`src/rtl/piso_serializer_pkg.sv`:
```
// Shared constants, state encoding and counter sizing for the serializer.
// No logic, no latency, no backpressure.
// Imported by piso_serializer and its bit counter.
package piso_serializer_pkg;

    localparam int DEFAULT_B = 18;

    typedef enum logic {
        IDLE  = 1'b0,
        SHIFT = 1'b1
    } state_t;

    // Width of a counter that must reach b-1; never narrower than one bit.
    function automatic int cnt_width(input int b);
        return ($clog2(b) < 1) ? 1 : $clog2(b);
    endfunction

endpackage

```
`src/rtl/piso_serializer_bit_counter.sv`:
```
// Bit-position counter with synchronous clear, increment enable and terminal flag.
// tc is combinational from the count register; updates one cycle after clr/inc.
// No backpressure; the owner gates inc so the count never passes B-1.
module piso_serializer_bit_counter
    import piso_serializer_pkg::*;
#(
    parameter int B = DEFAULT_B,
    parameter int W = cnt_width(B)
) (
    input  logic clk,
    input  logic rst,
    input  logic clr,
    input  logic inc,
    output logic tc
);

    localparam logic [W-1:0] LAST = W'(B - 1);

    logic [W-1:0] cnt;

    always_ff @(posedge clk or negedge rst) begin
        if (!rst) begin
            cnt <= '0;
        end else if (clr) begin
            cnt <= '0;
        end else if (inc) begin
            cnt <= cnt + 1'b1;
        end
    end

    assign tc = (cnt == LAST);

endmodule

```
`src/rtl/piso_serializer.sv`:
```
// Parallel-in, serial-out reader: loads a B-bit word and drains it MSB first.
// First bit appears the cycle after the load edge; one bit per out_en cycle, no bubble between words.
// out_en = 0 stalls the stream indefinitely; in_ready only rises in IDLE or on the last-bit consume.
module piso_serializer
    import piso_serializer_pkg::*;
#(
    parameter int B = DEFAULT_B
) (
    input  logic         clk,
    input  logic         rst,
    input  logic         in_valid,
    input  logic [B-1:0] in,
    output logic         in_ready,
    input  logic         out_en,
    output logic         out_valid,
    output logic         out_bit,
    output logic         out_last
);

    state_t       state;
    state_t       state_nxt;
    logic [B-1:0] sreg;
    logic [B-1:0] sreg_nxt;
    logic         tc;
    logic         load;
    logic         advance;

    piso_serializer_bit_counter #(
        .B (B)
    ) u_bit_counter (
        .clk (clk),
        .rst (rst),
        .clr (load),
        .inc (advance),
        .tc  (tc)
    );

    always_ff @(posedge clk or negedge rst) begin
        if (!rst) begin
            state <= IDLE;
            sreg  <= '0;
        end else begin
            state <= state_nxt;
            sreg  <= sreg_nxt;
        end
    end

    always_comb begin
        state_nxt = state;
        sreg_nxt  = sreg;
        out_valid = (state == SHIFT);
        out_bit   = out_valid & sreg[B-1];
        out_last  = out_valid & tc;
        // in_ready must not depend on in_valid, so it is built from state, tc and out_en only.
        in_ready  = (state == IDLE) | (out_last & out_en);
        load      = in_ready & in_valid;
        advance   = out_valid & out_en & ~tc;

        if (load) begin
            sreg_nxt  = in;
            state_nxt = SHIFT;
        end else if (advance) begin
            sreg_nxt  = {sreg[B-2:0], 1'b0};
        end else if (out_last && out_en) begin
            state_nxt = IDLE;
        end
    end

endmodule

```
`config.mk`:
```
export PLATFORM = sky130hd
export DESIGN_NAME = piso_serializer
export DESIGN_NICKNAME = d
export VERILOG_FILES = /design/src/rtl/piso_serializer_pkg.sv /design/src/rtl/piso_serializer_bit_counter.sv /design/src/rtl/piso_serializer.sv
export SDC_FILE = /design/constraint.sdc
export NUM_CORES = 1
export LEC_CHECK = 0
export CORE_MARGIN = 5
export CORE_UTILIZATION = 50
export CTS_CLUSTER_DIAMETER = 60
export DETAILED_ROUTE_END_ITERATION = 16
export HOLD_SLACK_MARGIN = 0.03
export PLACE_DENSITY_LB_ADDON = 0.08
export SLEW_MARGIN = 20
export SYNTH_ARGS = -nofsm -noshare
export SYNTH_HDL_FRONTEND = slang
export SYNTH_HIERARCHICAL = 1
export SYNTH_SLANG_ARGS = --single-unit
```
`constraint.sdc`:
```
create_clock -name clk -period 6.5 [get_ports clk]
set_input_delay 1.625 -clock clk [delete_from_list [all_inputs] [get_ports clk]]
set_output_delay 1.625 -clock clk [all_outputs]
set_load 0.005 [all_outputs]
```
* Word-level counts from Yosys, hierarchy flattened
Index checks and enable logic that the tools add are counted.
** Storage, ports and cells
- Flip-flop bits (word level) :: 24
- Input bits :: 22
- Output and inout bits :: 4
- Logic and storage cells :: 26
** Operators by class
- $add $sub $neg :: 1
- Equality and inequality tests :: 2
- Muxes and demuxes :: 7
- Bitwise operators :: 9
- Reductions and logical operators :: 4
** Operators by type and width (number)
- 18-bit two-way mux :: 2
- 5-bit two-way mux :: 2
- 1-bit bitwise AND :: 6
- 5-bit by 1-bit adder with 5-bit output, second input constant :: 1
- 5-bit == test, second input constant :: 1
- 2-bit nonzero test :: 2
- 1-bit two-way mux :: 3
- 2-bit != test, second input constant :: 1
- 1-bit inverter :: 2
- 2-bit AND reduction :: 1
- 1-bit logical AND :: 1
- 1-bit bitwise OR :: 1

* Longest topological paths before layout
- Depth in word-level cells :: 7
- Depth in mapped cells :: 9
- Mapped depth without buffers :: 7

* By module
The synthesis kept the hierarchy.
** By module, submodules not included
- piso_serializer :: instances 1, cells each 94, area an instance 1018.5 um^2, seq. area each 475.5 um^2
- piso_serializer_bit_counter :: instances 1, cells each 25, area an instance 281.5 um^2, seq. area each 125.1 um^2

* Worst setup path before layout
OpenSTA, ideal clock, no wires.
- Path kind :: in2out
- Start :: input port out_en
- End :: output port in_ready
- Data arrival time :: 1820 ps
- Required time :: 4875 ps
- Path slack :: 3055 ps
- Stages :: 2
- Cells stage by stage :: a21boi_2 -> inv_1
** Between the ends
- Longest elaborated chain between the ends :: 2
** RTL lines
- start, declared :: RTL line piso_serializer.sv:14 : input logic out_en,
- 1-bit bitwise AND :: RTL line piso_serializer.sv:55 : in_ready = (state == IDLE) | (out_last & out_en);
- 1-bit bitwise OR :: RTL line piso_serializer.sv:55
- end, declared :: RTL line piso_serializer.sv:13 : output logic in_ready,
Every way passes these cells.

* Worst setup path after layout
Ends and elaborated chain as after synthesis.

==> results.cfg <==
[layout]
area_growth_pct = 23.00
diodes = 0
finish.utilization_pct = 64.55
layout-drive-gt1-share_pct = 14.89
final_cell_mix = 24 x clkdlybuf4s50_1, 24 x dfrtp_1, 13 x inv_1, 11 x o22ai_1, 10 x nor3_1
multi_input_area_um2 = 606.8
stdcell_count = 171
fin_nets = 166
fillers = 208
seq_area_um2 = 600.6
stdcell_area_mm2 = 0.001599

[logic_synthesis]
synth_warnings = 6
netlist_area_mm2 = 0.001300
synth-seq-cells = 24
dominantRegCellSynth = dfrtp_1
synth_top_area_cell = dfrtp_1
synth-edff-count = 0
ys_seq_area_share_pct = 46.20
synth_cell_type_count = 28
synth_top_area_share_pct = 46.20
synth.area.top_cells = dfrtp_1 46%, a221oi_2 10%, a221o_1 5.4%, o22ai_1 5.3%, and2_1 4.3%
synthCells = 119
async_reset_ff_share_pct = 100.0
syn_area_per_cell_um2 = 10.92
syn_nets = 143

[place]
place_area_mm2 = 0.001546
gp_congestion = 0.7189
place_inst = 167
dpl.hpwl_mm = 1.818
port_buffers = 25

[worst_setup_path]
crit_required_ns = 4.88
crit_fanout = 14
r2r_setup_slack_ns = 3.55
rr_endpoint = u_bit_counter/cnt[3]
worst-setup-path-type = primary input to primary output
critPathLaunchType = primary input
cp-end-kind = primary output
cp-endpoint = in_ready
rr_worst_depth = 8
startpoint = out_en
rr_startpoint = u_bit_counter/cnt[1]
worstPathArrival_ns = 3.17

[run_status]
status = complete, no violations

[sta]
clock_skew_ns = 0.007704
max_freq_mhz = 208.4
hold_viol_final = 0
tns_ns = 0
max_slew_margin_pct = 45.63
worst-slew-pin-transition_ns = 0.8046
finalSetupViolCount = 0
period_needed_ns = 4.799
rsz0062_at_grt = no
slew_viol_final = 0
fin_crit_sh_pct = 73.83

[clock_network]
cts.path.max_buffers = 2
cts_root_buffer = clkbuf_4
cts_hold_buf = 0
clock_latency_ns = 0.32
clkSinkCount = 24
cts_buffers = 3
clk_pin_slew_worst_paths_ns = 0.14
cts_tree = built
postCtsSetupRepairBufs = 0
post_cts_resized = 0
htree_num_levels = 1

[detailed_routing]
ant_nets = 0
wl_per_cell_um = 15.40
drt-initial-drc-count = 46
drtPass1Iterations = 4
route.detailed.drc = 0
drt_wl_total_mm = 2.634
vias = 1018
viasPerCell = 5.953

[global_routing]
grt_pass1_wl_mm = 4.402
grt_max_degree = 25
grt_remaining_overflow = 0
grtUsageTotal_pct = 15.67
grt_antenna_before_repair = 0
grt_pass1_vias = 972

[pwr]
p_sw_share_pct = 30.75
pwr_density_cell_mw_per_mm2 = 346.9
pwr-share-seq_pct = 46.9
p_switching_uw = 170.6
p_int_uw = 384.1
finalPower_uw = 554.7
p_leak_uw = 0.0006845
pwr-share-clk_pct = 19.8
vdd_drop_max_uv = 261.2
p_comb_share_pct = 33.3

[floorplan]
io_pins = 26
coreArea_mm2 = 0.002477
dieArea_mm2 = 0.003720
die_y_um = 60.99
rows = 18
start_util_pct = 52.47
die_x_um = 60.99

[flow_run]
cap_viol_max_count = 0

[min_path]
hold_path.class = register to register
## cell families after synthesis
logic type               synth area share (%)
AO/OA/AOI/OAI                           24.16
XOR/XNOR                               0.6738
adder cells (fa/ha/maj)                 1.925
buffers and inverters                   7.315
flip-flops                              46.20
multiplexers                            3.176
AND/OR/NAND/NOR                         16.55
## sequential cells by signal, indices dropped and copies added, names as in the netlist
signal             cells
out_valid              1
sreg                  18
u_bit_counter/cnt      5
## through the flow
step                setup WS (ns)  hold WS (ns)
floorplan                   3.055        0.4704
global placement            1.737        0.4914
detailed placement          1.719        0.4922
CTS                         1.703        0.5287
global route                1.636        0.5408
finish                      1.701        0.5230
## power by group through the flow
stage	combinational (uW)	clock [uW]	sequential, uW
floorplan	145	0	248
CTS	187	112	259
finish	185	110	260
global route	206	119	269
global placement	181	0	261
detailed placement	187	0	262
## critical path: stages
cell             delay [ns]
clkdlybuf4s50_1        0.81
a21boi_2               0.15
inv_1                  0.09
clkdlybuf4s50_1        0.49
## how the worst min path moves through the flow
stage / cells past startpoint / to / start
after floorplan: 1 / sreg[11] / sreg[11]
after global placement: 1 / sreg[14] / sreg[14]
after detailed placement: 1 / sreg[11] / sreg[11]
after CTS: 1 / sreg[14] / sreg[14]
after global routing: 1 / sreg[14] / sreg[14]
final: 1 / sreg[12] / sreg[12]
## cell type report
class                   count  share of cell area (%)
clock buffers               3                   1.408
clock inverters             1                   1.878
inverters                  13                   3.052
multi-input cells          74                   37.95
flip-flops and latches     24                   37.56
well taps                  30                   2.347
repair buffers             26                   15.81
## synth_stat cells (all sizes together), types with 2 or more instances
master,count
ha,2
nor2,3
mux2,3
and2,9
nand2b,2
dfrtp,24
a21oi,2
buf,3
clkbuf,5
inv,13
nand4,2
nor3,10
nor2b,4
a221o,7
a221oi,10
o22ai,11
## layer usage
metal / GRT usage [%] / vias to the layer above / part of all wire (%) / routed length, um
li1: - / 487 / - / -
met1: 21.62 / 501 / 49 / 1281
met2: 24.73 / 28 / 45 / 1192
met3: 5.319 / 2 / 5.7 / 150
met4: 1.858 / 0 / 0.38 / 10
met5: 0 / - / 0 / 0
Note: power is estimated with default switching activity, not from simulation.
